$ cat src/rtl/mem_dp_param_if.sv
// Bus bundle for the dual-port RAM: both request ports plus status.
// Ports (per side A/B): en, rw (1=write), Addr, DataIn, DataOut, valid.
// Shared status: ready (array usable), collision (same-address double write last cycle).
// master = requester side, slave = memory side.
interface mem_dp_param_if #(
    parameter int DATA_W = 4,
    parameter int ADDR_W = 3
) ();
    logic              enA;
    logic              rwA;
    logic [ADDR_W-1:0] AddrA;
    logic [DATA_W-1:0] DataInA;
    logic [DATA_W-1:0] DataOutA;
    logic              validA;

    logic              enB;
    logic              rwB;
    logic [ADDR_W-1:0] AddrB;
    logic [DATA_W-1:0] DataInB;
    logic [DATA_W-1:0] DataOutB;
    logic              validB;

    logic              ready;
    logic              collision;

    modport master (
        output enA, rwA, AddrA, DataInA,
        output enB, rwB, AddrB, DataInB,
        input  DataOutA, validA, DataOutB, validB, ready, collision
    );

    modport slave (
        input  enA, rwA, AddrA, DataInA,
        input  enB, rwB, AddrB, DataInB,
        output DataOutA, validA, DataOutB, validB, ready, collision
    );
endinterface

$ cat src/rtl/mem_dp_param.sv
// Parametrised true dual-port synchronous RAM with a self-clearing init sweep.
// Ports:
//   clk      - clock, all state on rising edge
//   reset_L  - asynchronous active-low reset
//   bus      - mem_dp_param_if.slave: per-port en/rw/Addr/DataIn requests,
//              registered DataOut + valid strobes, ready and collision status
//
// state | meaning
// ------+-----------------------------------------------------------
// INIT  | clearing array[cnt] to 0 each cycle; requests ignored
// RUN   | array usable; both ports serve reads/writes every cycle
module mem_dp_param #(
    parameter int DATA_W   = 4,
    parameter int ADDR_W   = 3,
    parameter int READ_LAT = 1,
    parameter bit WR_PRIO  = 1'b0,
    parameter bit RDW_NEW  = 1'b0
) (
    input  logic            clk,
    input  logic            reset_L,
    mem_dp_param_if.slave   bus
);
    localparam int DEPTH = 2 ** ADDR_W;
    // Any READ_LAT other than 2 builds the single-stage pipeline.
    localparam bit LAT2 = (READ_LAT == 2);
    localparam logic [ADDR_W-1:0] LAST_ADDR = '1;

    typedef enum logic {INIT, RUN} state_t;

    state_t            state;
    logic [ADDR_W-1:0] cnt;
    logic [DATA_W-1:0] mem [DEPTH];

    logic              running;
    logic              rdA, wrA, rdB, wrB, sameAddr;
    logic [DATA_W-1:0] dataRdA, dataRdB;

    logic              s1ValidA, s1ValidB;
    logic [DATA_W-1:0] s1DataA, s1DataB;
    logic              finValidA, finValidB;
    logic [DATA_W-1:0] finDataA, finDataB;

    always_comb begin
        running  = (state == RUN);
        rdA      = running && bus.enA && !bus.rwA;
        wrA      = running && bus.enA &&  bus.rwA;
        rdB      = running && bus.enB && !bus.rwB;
        wrB      = running && bus.enB &&  bus.rwB;
        sameAddr = (bus.AddrA == bus.AddrB);

        // Cross-port read-during-write: forward the other port's write data
        // only when configured for new-data semantics.
        dataRdA = (RDW_NEW && wrB && sameAddr) ? bus.DataInB : mem[bus.AddrA];
        dataRdB = (RDW_NEW && wrA && sameAddr) ? bus.DataInA : mem[bus.AddrB];

        finValidA = LAT2 ? s1ValidA : rdA;
        finDataA  = LAT2 ? s1DataA  : dataRdA;
        finValidB = LAT2 ? s1ValidB : rdB;
        finDataB  = LAT2 ? s1DataB  : dataRdB;
    end

    // Storage has no reset; the INIT sweep clears it instead.
    always_ff @(posedge clk) begin
        if (state == INIT) begin
            mem[cnt] <= '0;
        end else begin
            if (wrA && !(wrB && sameAddr && WR_PRIO))
                mem[bus.AddrA] <= bus.DataInA;
            if (wrB && !(wrA && sameAddr && !WR_PRIO))
                mem[bus.AddrB] <= bus.DataInB;
        end
    end

    always_ff @(posedge clk or negedge reset_L) begin
        if (!reset_L) begin
            state         <= INIT;
            cnt           <= '0;
            bus.ready     <= 1'b0;
            bus.collision <= 1'b0;
            s1ValidA      <= 1'b0;
            s1ValidB      <= 1'b0;
            s1DataA       <= '0;
            s1DataB       <= '0;
            bus.validA    <= 1'b0;
            bus.validB    <= 1'b0;
            bus.DataOutA  <= '0;
            bus.DataOutB  <= '0;
        end else begin
            case (state)
                INIT: begin
                    cnt <= cnt + 1'b1;
                    if (cnt == LAST_ADDR) begin
                        state     <= RUN;
                        bus.ready <= 1'b1;
                    end
                end
                RUN: begin
                    state <= RUN;
                end
                default: state <= INIT;
            endcase

            bus.collision <= wrA && wrB && sameAddr;

            s1ValidA <= rdA;
            s1ValidB <= rdB;
            s1DataA  <= dataRdA;
            s1DataB  <= dataRdB;

            // DataOut holds the last read result across idle/write slots.
            bus.validA <= finValidA;
            bus.validB <= finValidB;
            if (finValidA) bus.DataOutA <= finDataA;
            if (finValidB) bus.DataOutB <= finDataB;
        end
    end
endmodule
$ cat src/flat_wrapper.sv
// flat-port wrapper written by rule: the top's interface ports become plain ports
module mem_dp_param_flat 
#(
    parameter int DATA_W   = 4,
    parameter int ADDR_W   = 3,
    parameter int READ_LAT = 1,
    parameter bit WR_PRIO  = 1'b0,
    parameter bit RDW_NEW  = 1'b0
)
  (clk, reset_L, bus_enA, bus_rwA, bus_AddrA, bus_DataInA, bus_enB, bus_rwB, bus_AddrB, bus_DataInB, bus_DataOutA, bus_validA, bus_DataOutB, bus_validB, bus_ready, bus_collision);
  mem_dp_param_if #(.DATA_W(DATA_W), .ADDR_W(ADDR_W)) bus_i ();
  input  logic clk;
  input  logic reset_L;
  input wire logic [$bits(bus_i.enA)-1:0] bus_enA;
  input wire logic [$bits(bus_i.rwA)-1:0] bus_rwA;
  input wire logic [$bits(bus_i.AddrA)-1:0] bus_AddrA;
  input wire logic [$bits(bus_i.DataInA)-1:0] bus_DataInA;
  input wire logic [$bits(bus_i.enB)-1:0] bus_enB;
  input wire logic [$bits(bus_i.rwB)-1:0] bus_rwB;
  input wire logic [$bits(bus_i.AddrB)-1:0] bus_AddrB;
  input wire logic [$bits(bus_i.DataInB)-1:0] bus_DataInB;
  output wire logic [$bits(bus_i.DataOutA)-1:0] bus_DataOutA;
  output wire logic [$bits(bus_i.validA)-1:0] bus_validA;
  output wire logic [$bits(bus_i.DataOutB)-1:0] bus_DataOutB;
  output wire logic [$bits(bus_i.validB)-1:0] bus_validB;
  output wire logic [$bits(bus_i.ready)-1:0] bus_ready;
  output wire logic [$bits(bus_i.collision)-1:0] bus_collision;
  assign bus_i.enA = bus_enA;
  assign bus_i.rwA = bus_rwA;
  assign bus_i.AddrA = bus_AddrA;
  assign bus_i.DataInA = bus_DataInA;
  assign bus_i.enB = bus_enB;
  assign bus_i.rwB = bus_rwB;
  assign bus_i.AddrB = bus_AddrB;
  assign bus_i.DataInB = bus_DataInB;
  assign bus_DataOutA = bus_i.DataOutA;
  assign bus_validA = bus_i.validA;
  assign bus_DataOutB = bus_i.DataOutB;
  assign bus_validB = bus_i.validB;
  assign bus_ready = bus_i.ready;
  assign bus_collision = bus_i.collision;
  mem_dp_param #(.DATA_W(DATA_W), .ADDR_W(ADDR_W), .READ_LAT(READ_LAT), .WR_PRIO(WR_PRIO), .RDW_NEW(RDW_NEW)) u_core (.clk(clk), .reset_L(reset_L), .bus(bus_i));
endmodule
$ cat config.mk
export PLATFORM = sky130hd
export DESIGN_NAME = mem_dp_param_flat
export DESIGN_NICKNAME = d
export VERILOG_FILES = /design/src/rtl/mem_dp_param_if.sv /design/src/rtl/mem_dp_param.sv /design/src/flat_wrapper.sv
export SDC_FILE = /design/constraint.sdc
export NUM_CORES = 1
export LEC_CHECK = 0
export CAP_MARGIN = 20
export CORE_UTILIZATION = 41
export DETAILED_ROUTE_END_ITERATION = 10
export PLACE_DENSITY = 0.75
export SETUP_SLACK_MARGIN = 0.05
export SYNTH_ARGS = -nofsm -noshare
export SYNTH_HDL_FRONTEND = slang
export SYNTH_SLANG_ARGS = --single-unit
$ cat constraint.sdc
create_clock -name clk -period 2 [get_ports clk]
set_input_delay 0.4 -clock clk [delete_from_list [all_inputs] [get_ports clk]]
set_output_delay 0.4 -clock clk [all_outputs]
set_load 0.005 [all_outputs]
== Yosys cells after proc, flatten, opt, wreduce, memory -nomap -nowiden ==
Memory sizes are Yosys's and may differ from the RTL's. A register that Yosys moved wholly into a read port is not among the register bits.
Index checks and enable logic that the tools add are counted.
Storage, ports and cells
  logic and storage cells: 40
  output and inout port bits: 12
  bits in writable memories: 32
  memories: 1
  bits in registers: 8
Cells by class
  eq/ne operators: 2
  reductions and logical operators: 17
  bitwise gates (word level): 1
  muxes and demuxes: 12
  add/subtract/negate cells: 1
Memories
  u_core.mem: words 8, bits a word 4, rd ports 2, clocked after Yosys merged registers in 2, write ports 2, line mem_dp_param.sv:32  | logic [DATA_W-1:0] mem [DEPTH];
Operator list (number)
  logical AND 1 bit: 10
  two-way mux 1 bit: 9
  logical NOT 1 bit: 5
  two-way mux 4 bit: 1
  OR reduction 4 bit: 1
  adder 3 x 1 -> 3 bit, second input constant: 1
  equality test 3 bit: 1
  equality test 3 bit, second input constant: 1
  two-way mux 3 bit: 1
  case mux 1 bit (2 select lines): 1
  AND reduction 2 bit: 1
  NOT 1 bit: 1

== Depth between registers and ports, before layout ==
Gate-level depths: netlist of run 1.
  depth in word-level cells: 8
  depth in mapped cells: 6
  depth with buffers taken out: 4

== Worst setup path after synthesis of run 1 ==
No wires, ideal clock.
  path kind: input to register
  from: in bus_AddrB[1]
  to: mem u_core.mem[5][0], data pin
  data arrival time: 1.839 ns
  path slack: -0.099 ns
  stages on the path: 6
  required time: 1.740 ns
  buffers on the path: 2
  path through: buf_6 xor2_1 nor4_4 or4_1 buf_4 mux2_4
RTL lines
  start: declaration: line flat_wrapper.sv:20  | input wire logic [$bits(bus_i.AddrB)-1:0] bus_AddrB;
  end: declaration: line mem_dp_param.sv:32

==> results of run 1 <==
cell type report:
| type | instances | share of cell area [%] |
|---|---|---|
| Multi-Input combinational cell | 145 | 39.7 |
| Sequential cell | 48 | 37.6 |
| Timing Repair Buffer | 67 | 16.4 |
| Tap cell | 80 | 2.76 |
| Clock buffer | 5 | 1.90 |
| Clock inverter | 3 | 1.17 |
| Inverter | 5 | 0.518 |
logic make-up (layout without fill, tap and decap cells):
group	after synthesis	after routing	share of synthesized area, %
mux	57	57	27.2
flops	48	48	47.8
simple gates	45	45	10.2
compound gates	37	37	8.39
buf+inv	22	80	3.73
xor+xnor	4	4	1.76
fa+ha+maj	2	2	0.879
sequential cells by signal, summed over array words and instances, names as in the netlist:
name,flops
u_core.bus.DataOutA,4
u_core.bus.DataOutB,4
u_core.bus.collision,1
u_core.bus.ready,1
u_core.bus.validA,1
u_core.bus.validB,1
u_core.cnt,3
u_core.mem,32
u_core.running,1
where the power goes:
group	internal, mW	leakage [nW]	switching (mW)
logic	0.189	0.970	0.157
registers	1.09	0.537	0.0134
clock network	0.371	0.0558	0.333
total	1.65	1.56	0.504
Yosys cell counts (2+ instances only):
master / count / area [um^2]
mux2_2: 26 / 293
ha_1: 2 / 25.0
a22oi_1: 2 / 15.0
nor2_1: 9 / 33.8
mux2_4: 8 / 120
buf_1: 3 / 11.3
inv_1: 5 / 18.8
dfrtp_1: 16 / 400
nor2b_1: 2 / 12.5
a31oi_1: 2 / 12.5
o21bai_1: 4 / 30.0
a21oi_1: 5 / 25.0
xor2_2: 2 / 32.5
mux4_2: 8 / 180
nor4_2: 3 / 37.5
buf_4: 4 / 30.0
a22o_1: 2 / 17.5
clkbuf_1: 8 / 30.0
a21o_1: 3 / 22.5
mux2i_1: 13 / 130
edfxtp_1: 32 / 961
nand3b_1: 2 / 15.0
o21ai_0: 12 / 60.1
or4_1: 2 / 15.0
a211oi_1: 2 / 15.0
mux4_1: 2 / 52.6
nand3_1: 2 / 10.0
nand2_1: 12 / 45.0
and2_1: 5 / 31.3
nor4b_2: 3 / 45.0
worst paths after layout:
path	depth (start not counted)	startpoint	endpoint	slack [ns]
setup / recovery	7	bus_AddrB[1]	u_core.mem[5][3]$_DFFE_PP_	0.06
hold / removal	2	reset_L	u_core.bus.DataOutB[3]$_DFFE_PN0P_	0.40
setup reg to reg	6	u_core.running$_DFF_PN0_	u_core.mem[5][3]$_DFFE_PP_	0.12
hold reg to reg	1	u_core.bus.ready$_DFFE_PN0P_	u_core.bus.ready$_DFFE_PN0P_	0.46
max in group asynchronous	2	reset_L	u_core.bus.DataOutA[0]$_DFFE_PN0P_	1.41
min in group clk	1	u_core.bus.ready$_DFFE_PN0P_	u_core.bus.ready$_DFFE_PN0P_	0.46
routing by layer:
metal	up-vias	global-route usage, %	wire [um]
li1	931	-	-
met1	965	27.2	2960
met2	81	31.0	3130
met3	7	2.82	379
met4	0	4.70	80
met5	-	0	0
cell usage in the layout (no fill, tap or decap), types with 4 or more instances in the layout:
cell,instances
buf_4,33
edfxtp_1,32
mux2_2,26
clkdlybuf4s50_1,21
dfrtp_1,16
mux2i_1,13
nand2_1,12
o21ai_0,12
nor2_1,8
mux2_4,8
mux4_2,8
and2_1,5
inv_1,5
a21oi_1,5
clkbuf_8,5
dlygate4sd2_1,5
o21bai_2,4
dlymetal6s2s_1,4
per-stage QoR:
stage | hold slack [ns] | util [%]
global route | 0.423 | 53.6
floorplan | 0.104 | -
global placement | 0.437 | 50.9
CTS | 0.413 | 53.1
finish | 0.404 | 53.6
detailed placement | 0.448 | 50.9
timing repair:
action,4_1_cts,5_1_grt
pin swaps,3,5
resized for setup,14,12
gates cloned,0,0
endpoints found under the setup margin,64,64
worst reg2reg max path: cells and delay by family (launching register included):
kind	cells	cell delay [ns]
AO/OA/AOI/OAI	1	0.28
buffers and inverters	2	0.39
AND/OR/NAND/NOR	3	0.51
flip-flops	1	0.44
==> flow_metrics.tcl, run 1 <==
set metrics [dict create \
    cp-end-kind "flop" \
    ys_seq_elements 48 \
    grtUsageTotal_pct 19.1 \
    ctsLongestPathBuffers 2 \
    path_cells "dlygate4sd2_1 -> buf_4 -> nand2b_1 -> or4_4 -> buf_6 -> o21ai_0 -> buf_4" \
    synth_cells 215 \
    die_w_um 85.3 \
    cts_buffers 5 \
    synth_area_um2 2850 \
    top_level_ports 32 \
    drtIter0Drc 198 \
    detail-route-antenna-nets 0 \
    drc 0 \
    fp.coreArea_um2 6760 \
    initial_core_util_pct 42.1 \
    cp_top_family "buffers and inverters" \
    setup_viol 0 \
    critical_path_class "primary input to flop" \
    die_area_um2 7280 \
    grt_pass1_wl_um 10600 \
    required_ns 2.03 \
    wl_per_cell_um 18.6 \
    ir_worst_vdd_mv 0.267 \
    rsz0062_at_grt "true" \
    cp_slowest_cell "or4_4" \
    crit_buf_inv 4 \
    htree_levels 2 \
    hold_path_class "primary input to async pin" \
    cts_sinks 48 \
    syn_nets 237 \
    tightest_slew_ns 0.609 \
    portBuffers 31 \
    dp.cells 345 \
    startpoint_type "primary input" \
    outcome "finished, final reports clean" \
    synthDistinctLibCells 44 \
    globalRoute.totalOverflow 0 \
    syn_to_final_growth_pct 27.3 \
    antenna_cells 0 \
    clk_pin_slew_ns 0.09 \
    routed_via_density 5.62 \
    setup-tns-final_ns 0 \
    row_count 30 \
    nFillCells 560 \
    synthFlopType "edfxtp_1" \
    yosysSeqAreaShare_pct 47.8 \
    fin_skew_ns 0.0130 \
    setup_ws_ns 0.0639 \
    drt_wl_total_um 6550 \
    max_freq_mhz 516 \
    period_share_pct 96.8 \
    dr_total_vias 1984 \
    cts_tree "done" \
    slowest_delay_ns 0.53 \
    relSlewSlack_pct 59.0 \
    die_h_um 85.3 \
    post-cts-setup-buffers 0 \
    ys_warn_count 0 \
    critPathMostFrequentCell "buf_4" \
    postCtsHoldBufs 0 \
    clk_latency_ns 0.30 \
    power_mw 2.15 \
    leakagePower_nw 1.56 \
    cp_max_fo 5 \
    synth_edf_count 32 \
    antenna_found_initial 0 \
    p_per_area_nw_per_um2 594 \
    gp_congestion 0.863 \
    async_flop_share_pct 33.3 \
    clock-root-buffer "clkbuf_8" \
    dpl-instance-area_um2 3440 \
    fin_crit_ns 1.94 \
    drv_slew 0 \
    nNetsFinal 294 \
    place_ws_ns -0.584 \
    dp_hpwl_um 5030 \
    cap_violations 0 \
    grt_max_degree 17 \
    hold_violations 0 \
    drive_gt1_share_pct 38.5 \
    multiInputGateArea_um2 1440 \
    fin_cells 353 \
    grt_pass1_vias 1946 \
    syn_area_per_cell_um2 13.2 \
    register_area_um2 1360 \
    design_area_um2 3620 \
    drtPass1Iterations 4 \
    arrival_ns 1.96 \
]
No activity file was read; power rests on OpenSTA's default activity.
==> run 2: changes to the inputs <==
- CORE_UTILIZATION: 41 -> 40
- PLACE_DENSITY: 0.75 -> 0.73
==> flow_metrics.tcl, run 2 (synthesis results as in run 1) <==
set metrics [dict create \
    path_cells "clkdlybuf4s15_2 -> xor2_2 -> nor4_4 -> buf_4 -> buf_6 -> nor4_2 -> buf_4 -> mux2_2" \
    grt_max_degree 18 \
    ir_worst_vdd_mv 0.389 \
    cp-end-kind "flop" \
    initial_core_util_pct 41.7 \
    drt_wl_total_um 6690 \
    gp_congestion 0.824 \
    grtUsageTotal_pct 19.9 \
    nNetsFinal 297 \
    cts_buffers 5 \
    rsz0062_at_grt "true" \
    cap_violations 0 \
    setup_ws_ns 0.0382 \
    drc 0 \
    max_freq_mhz 510 \
    tightest_slew_ns 0.434 \
    ctsLongestPathBuffers 2 \
    drtPass1Iterations 4 \
    dp_hpwl_um 5000 \
    portBuffers 31 \
    clk_pin_slew_ns 0.09 \
    htree_levels 2 \
    drv_slew 0 \
    postCtsHoldBufs 0 \
    critPathMostFrequentCell "buf_4" \
    fp.coreArea_um2 6830 \
    fin_crit_ns 1.96 \
    critical_path_class "primary input to flop" \
    wl_per_cell_um 18.0 \
    die_h_um 86.4 \
    fin_skew_ns 0.00962 \
    dr_total_vias 1954 \
    cp_max_fo 6 \
    drive_gt1_share_pct 40.9 \
    grt_pass1_wl_um 10900 \
    fin_util_pct 53.7 \
    cp_slowest_cell "mux2_2" \
    p_per_area_nw_per_um2 566 \
    place_ws_ns -0.522 \
    syn_to_final_growth_pct 28.7 \
    leakagePower_nw 1.55 \
    die_w_um 86.4 \
    largest_register_ffs 32 \
    slowest_delay_ns 0.33 \
    required_ns 2.05 \
    period_share_pct 98.1 \
    detail-route-antenna-nets 0 \
    antenna_found_initial 0 \
    final_common_cell "buf_4" \
    relSlewSlack_pct 70.3 \
    top_level_ports 32 \
    globalRoute.totalOverflow 0 \
    clock-root-buffer "clkbuf_8" \
    outcome "finished, final reports clean" \
    cts_tree "done" \
    clk_latency_ns 0.30 \
    grt_pass1_vias 2030 \
    drtIter0Drc 190 \
    power_mw 2.07 \
    routed_via_density 5.25 \
    row_count 30 \
    layout_common_cells "35 x buf_4, 32 x edfxtp_1, 24 x mux2_2" \
    reg_top3 "u_core.mem (32), u_core.bus.DataOutA (4), u_core.bus.DataOutB (4)" \
    startpoint_type "primary input" \
    die_area_um2 7460 \
    crit_start "bus_AddrB[2]" \
    worstReg2RegStart "u_core.running$_DFF_PN0_" \
    antenna_cells 0 \
    arrival_ns 2.01 \
    hold_path_class "primary input to async pin" \
    hold_violations 0 \
    setup_viol 0 \
    cts_sinks 48 \
    largest-register "u_core.mem" \
]
[run 2: worst paths after layout]
| kind | slack [ns] | cells past startpoint | endpoint |
|---|---|---|---|
| max | 0.04 | 8 | u_core.mem[1][3]$_DFFE_PP_ |
| min | 0.41 | 2 | u_core.cnt[1]$_DFFE_PN0N_ |
| max reg2reg | 0.07 | 7 | u_core.mem[1][3]$_DFFE_PP_ |
| min reg2reg | 0.47 | 1 | u_core.bus.ready$_DFFE_PN0P_ |
| max in group asynchronous | 1.41 | 2 | u_core.bus.DataOutA[0]$_DFFE_PN0P_ |
| min in group clk | 0.47 | 1 | u_core.bus.ready$_DFFE_PN0P_ |
[run 2: through the flow]
stage / hold WS [ns] / area [um^2] / std cells / setup TNS [ns]
after floorplan: 0.104 / 2870 / 215 / -0.631
after global placement: 0.440 / 3450 / 360 / -28.99
after detailed placement: 0.448 / 3450 / 360 / -30.73
after CTS: 0.409 / 3630 / 372 / 0
after global routing: 0.433 / 3670 / 372 / 0
final: 0.406 / 3670 / 372 / 0
[run 2: cell type report]
| class | count | area [um^2] |
|---|---|---|
| Inverter | 5 | 18.8 |
| Multi-Input combinational cell | 145 | 1450 |
| Tap cell | 96 | 120 |
| Fill cell | 608 | 3170 |
| Sequential cell | 48 | 1360 |
| Clock buffer | 6 | 82.6 |
| Clock inverter | 2 | 13.8 |
| Timing Repair Buffer | 70 | 618 |
[run 2: power by group]
group | internal [mW] | total [mW] | switching, mW | leakage (nW)
Sequential | 1.09 | 1.10 | 0.0134 | 0.537
Clock | 0.283 | 0.617 | 0.333 | 0.0516
Combinational | 0.191 | 0.354 | 0.163 | 0.964
Total | 1.56 | 2.07 | 0.510 | 1.55
[run 2: what timing repair did]
| item | in CTS | in global routing |
|---|---|---|
| resized for setup | 30 | 11 |
| pin swaps | 6 | 5 |
| endpoints found under the setup margin | 64 | 45 |
| buffers inserted | 4 | 1 |
[run 2: metal layers]
metal	up-vias	global-route usage [%]	share of wire (%)
li1	941	-	-
met1	931	26.3	44
met2	69	33.0	48
met3	13	2.38	4.8
met4	0	8.79	2.9
met5	-	0	0
[run 2: worst max-delay path: cells and delay by family]
kind,cells,cell delay (ns)
XOR/XNOR,1,0.21
multiplexers,1,0.33
AND/OR/NAND/NOR,2,0.35
buffers and inverters,4,0.71
==> variant 1 (flow settings as in run 2) <==
`ADDR_W` is set to 3 in 3 places; all go to 5.
--- a/src/rtl/mem_dp_param_if.sv
+++ b/src/rtl/mem_dp_param_if.sv
@@ -4,7 +4,7 @@
 // master = requester side, slave = memory side.
 interface mem_dp_param_if #(
     parameter int DATA_W = 4,
-    parameter int ADDR_W = 3
+    parameter int ADDR_W = 5
 ) ();
     logic              enA;
     logic              rwA;
--- a/src/rtl/mem_dp_param.sv
+++ b/src/rtl/mem_dp_param.sv
@@ -11,7 +11,7 @@
 // RUN   | array usable; both ports serve reads/writes every cycle
 module mem_dp_param #(
     parameter int DATA_W   = 4,
-    parameter int ADDR_W   = 3,
+    parameter int ADDR_W   = 5,
     parameter int READ_LAT = 1,
     parameter bit WR_PRIO  = 1'b0,
     parameter bit RDW_NEW  = 1'b0
--- a/src/flat_wrapper.sv
+++ b/src/flat_wrapper.sv
@@ -2,7 +2,7 @@
 module mem_dp_param_flat 
 #(
     parameter int DATA_W   = 4,
-    parameter int ADDR_W   = 3,
+    parameter int ADDR_W   = 5,
     parameter int READ_LAT = 1,
     parameter bit WR_PRIO  = 1'b0,
     parameter bit RDW_NEW  = 1'b0
Interface: changed (resized bus_AddrA and bus_AddrB); port bits go from 32 to 36. The function was not compared with the original's and may differ.
==> variant 1 against run 2 <==
  * The flow now finishes with violations (DRC, setup timing)
  * Cell area increased to 3.2 times the old value
  * Clock skew decreased by 0.0014 ns
  * Area after synthesis increased to 3.2 times the old value
  * Setup slack got worse by 0.050 ns
  * Wire length increased to 4.2 times the old value
  * Total power increased to 3.6 times the old value
  * Global-route usage increased by 4.5 points
  * Sequential cell count increased by 98
  * Critical path type is now reg -> reg
==> variant 1: results (changes against run 2) <==
[yosys]
synth_common_cells = 128 x edfxtp_1, 112 x mux2_2, 65 x mux2i_1
synthCells = 699  ; +230%
syn_nets = 725  ; +210%
synth.ff_latch_count = 146  ; +200%
ys_seq_area_frac = 0.476  ; -0.00242
synthTopCellsByArea = edfxtp_1 43%, mux2_2 14%, mux4_2 7.2%, mux2i_1 7.2%, dfrtp_1 5.0%
syn_area_um2 = 9030  ; +220%
async_reset_ff_frac = 0.123  ; -0.210
synth_enable_flop_cells = 128  ; +300%

[cells_and_area]
drive_gt1_frac = 0.484  ; +0.0746
syn_to_final_growth_pct = 29.3
top_regs = u_core.mem: 128 flops, u_core.cnt: 5 flops
multi_input_gates = 479  ; +230%
final-clk-cell-share = 0.0487  ; +0.0224
inv_count = 9  ; +4
buffers_excl_clock = 178  ; +150%
final-seq-area_um2 = 4290  ; +220%

[grt]
grt.total_usage = 0.244  ; +0.0454
grt_pass1_vias = 6955  ; +240%
grt_max_degree = 33  ; +15

[clocking]
clk_pin_slew_ns = 0.06  ; -0.03 ns
post_cts_buffers = 6  ; +2
cts_buffers = 17  ; +12
post_cts_resized = 78  ; +160%
htreeDepth = 4  ; +2

[run_status]
violations = DRC, setup timing
outcome = finished with violations

[power_and_ir_drop]
pwr_density_cell_nw_per_um2 = 647  ; +14%
p_int_mw = 5.67  ; +260%
leakagePower_nw = 4.79  ; +210%
pwr-share-clk = 0.415  ; +0.118
ir_worst_vdd_v = 0.000631  ; +62%
power_combinational_mw = 1.07  ; +200%

[placement]
port-buffer-count = 35  ; +13%
post-place-ws_ns = -0.672  ; -0.150 ns
routabilityCongestion = 0.969  ; +18%
placed_cells = 1087  ; +200%
placed_cell_area_um2 = 10600  ; +210%

[sta]
tns_ns = -0.0381  ; -0.0381 ns
slew_headroom = 0.556  ; -0.147
finClkSkew_ns = 0.00823  ; -0.00138 ns
setup_viol = 8  ; +8
setup_ws_ns = -0.0115  ; -0.0497 ns

[critical_path]
cp.arrival_ns = 2.22  ; +0.21 ns
critPathMaxStageDelay_ns = 0.40  ; +0.07 ns
crit_end = u_core.mem[3][3]$_DFFE_PP_
crit_path_start = u_core.running$_DFF_PN0_
critPathMaxFanout = 5  ; -1
reg2reg_depth = 8  ; +1

[detailed_routing]
drc_errors = 6  ; +6
dr.pass1.iters = 9  ; +5
wl_um = 28100  ; +320%

## variant 1: cell types whose count changed after synthesis, moves of 22 or more
cell / run 2 / this run
mux2i_1: 13 / 65
a22oi_1: 2 / 24
o22ai_1: 1 / 23
clkbuf_1: 8 / 37
edfxtp_1: 32 / 128
mux2_2: 26 / 112
nand2_1: 12 / 35
## variant 1: cells by family after synthesis
kind of cell / Yosys count / synth area share
xor gates and xnor gates: 8 / 0.00776
and+or+nand+nor: 121 / 0.0646
buffers and inverters: 74 / 0.0402
DFF: 146 / 0.476
AOI/OAI and AO/OA: 118 / 0.0888
muxes: 230 / 0.320
adders and majority gates: 2 / 0.00277
## variant 1: per-layer routing
layer | share of wire | wire length, µm | track usage
met1 | 0.38 | 10800 | 0.307
met2 | 0.49 | 13700 | 0.406
met3 | 0.090 | 2520 | 0.0543
met4 | 0.040 | 1130 | 0.103
met5 | 0 | 0 | 0
==> variant 2 (settings of run 2) <==
Made on the original files. Make the reset (`reset_L`) synchronous in one clocked block. Comments in the files are not updated.
--- a/src/rtl/mem_dp_param.sv
+++ b/src/rtl/mem_dp_param.sv
@@ -71,7 +71,7 @@
         end
     end
 
-    always_ff @(posedge clk or negedge reset_L) begin
+    always_ff @(posedge clk) begin
         if (!reset_L) begin
             state         <= INIT;
             cnt           <= '0;
Behaviour: differs if reset_L is asserted again (counterexample within 10 cycles, from zero or initial values and one cycle with reset_L low); with reset_L held inactive, the same outputs for 10 cycles.
==> variant 2 against run 2 <==
  * The run now ends with DRC left
  * Wire length down 1.8%
  * Final cell count down 9.1%
  * Setup slack better by 0.074 ns
  * Cell area down 7.7%
  * Area after synthesis down 5.0%
  * Maximum frequency up 3.9%
  * Total power down 5.4%
  * Die area down 4.8%
  * Sequential cell count unchanged
==> variant 2: results (changes against run 2) <==
[detailed_routing]
wl_per_cell_um = 19.4  ; +8.0%
drc_errors = 12  ; +12
dr.pass1.iters = 7  ; +3
drt_iter0_drc = 163  ; -14%
vias = 1956  ; +0.10%

[critical_path]
cpMaxStageDelayCell = a41oi_4
cp.arrival_ns = 1.95  ; -0.06 ns
critPathMaxFanout = 8  ; +2
cpLargestDelayFamily = buffers and inverters

[cells_and_area]
fin_nets = 282  ; -5.1%
fill_cells = 554  ; -8.9%
top_regs = u_core.mem: 32 flops, u_core.bus.DataOutA: 4 flops, u_core.bus.DataOutB: 4 flops
num_antenna_cells = 0  ; unchanged
syn_to_final_growth_pct = 25.0
drive_gt1_frac = 0.364  ; -0.0454

[placement]
dpl.hpwl_um = 5070  ; +1.4%
routabilityCongestion = 0.834  ; +1.2%
port-buffer-count = 31  ; unchanged

[yosys]
async_reset_ff_frac = 0  ; -0.333
syn_nets = 232  ; -2.1%
ys_warn_count = 0  ; unchanged
synth_common_cells = 32 x edfxtp_1, 30 x mux2_2, 16 x dfxtp_1
ys_seq_area_frac = 0.473  ; -0.00462
synthTopCellsByArea = edfxtp_1 36%, mux2_2 12%, dfxtp_1 12%, mux4_2 7.5%, mux2i_1 4.1%
yosysUniqueCellTypes = 39  ; -11%

[clocking]
clk_pin_slew_ns = 0.09  ; about the same
cts_root_buf = clkbuf_8
clk_latency_ns = 0.31
cts.path.max_buffers = 2  ; unchanged

[grt]
grt_first_pass_wirelength_um = 10700  ; -1.7%
grt_max_degree = 22  ; +4
antenna_found_initial = 0  ; unchanged
grt.overflow.total = 0  ; unchanged
grt.total_usage = 0.198  ; -0.000583

[power_and_ir_drop]
leakagePower_nw = 1.34  ; -14%
ir_worst_vdd_v = 0.000335  ; -14%
p_sw_mw = 0.502  ; -1.5%

[run_status]
outcome = finished with violations
violations = DRC

[sta]
finClkSkew_ns = 0.00517  ; -0.00445 ns
tightestPinTransition_ns = 0.397  ; -0.0365 ns

[min_path]
hold_class = reg -> reg

## variant 2: changes by cell type in the layout (fill, tap and decap cells not counted), moves of 4 or more
cell                  run 2  this run
nand2_1                  12         3
buf_4                    35        26
mux2_4                   10         3
mux2_2                   24        29
dfrtp_1                  16         0
nor2_1                    9        13
dfxtp_1                   0        15
dlygate4sd2_1             2        10
## variant 2: cells by family (layout without fill, tap and decap cells)
logic type               after synthesis  count (layout)  synth area share
multiplexers                          53              53             0.261
adder cells (fa/ha/maj)                2               2           0.00924
buffers and inverters                 22              73            0.0416
AO/OA/AOI/OAI                         40              40             0.111
XOR/XNOR                               3               3           0.00971
flip-flops                            48              48             0.473
AND/OR/NAND/NOR                       42              42            0.0934
## variant 2: worst paths after layout
kind / start / to / slack [ns] / cells past startpoint
worst max-delay path: bus_AddrA[0] / u_core.mem[4][0]$_DFFE_PP_ / 0.11 / 6
worst min register to register: u_core.bus.ready$_SDFFE_PN0P_ / u_core.bus.ready$_SDFFE_PN0P_ / 0.49 / 2
worst max register to register: u_core.running$_SDFF_PN0_ / u_core.mem[4][0]$_DFFE_PP_ / 0.13 / 5
worst min-delay path: u_core.bus.ready$_SDFFE_PN0P_ / u_core.bus.ready$_SDFFE_PN0P_ / 0.49 / 2
## variant 2: metrics by stage
step / instance area, µm² / setup WS (ns) / util / hold slack [ns] / instances
2_1_floorplan: 2710 / 0.0852 / - / 0.460 / 210
3_3_place_gp: 3210 / -0.469 / 0.500 / 0.457 / 327
3_5_place_dp: 3210 / -0.508 / 0.500 / 0.464 / 327
4_1_cts: 3370 / 0.101 / 0.524 / 0.489 / 337
5_1_grt: 3380 / 0.0706 / 0.527 / 0.515 / 338
6_report: 3380 / 0.113 / 0.527 / 0.487 / 338
## variant 2: layout make-up
class,count,area share
multi-input cells,140,0.406
well taps,77,0.0285
repair buffers,59,0.152
flip-flops and latches,48,0.379
inverters,6,0.00666
clock inverters,3,0.00703
clock buffers,5,0.0203
## variant 2: timing repair
item | in CTS | in global routing
endpoints found under the setup margin | 64 | 10
pin swaps | 3 | 2
gates resized for setup | 24 | 2
buffers inserted | 2 | 1
## variant 2: power by group through the flow
stage	logic [mW]	registers (mW)	clock network (mW)
2_1_floorplan	0.134	1.12	0
3_3_place_gp	0.239	1.13	0
3_5_place_dp	0.245	1.13	0
4_1_cts	0.251	1.11	0.608
5_1_grt	0.272	1.11	0.658
6_report	0.253	1.11	0.599
## variant 2: per-layer routing
metal | share of wire | vias up | track usage
li1 | - | 917 | -
met1 | 0.43 | 958 | 0.257
met2 | 0.51 | 72 | 0.343
met3 | 0.051 | 9 | 0.0374
met4 | 0.011 | 0 | 0.0486
met5 | 0 | - | 0
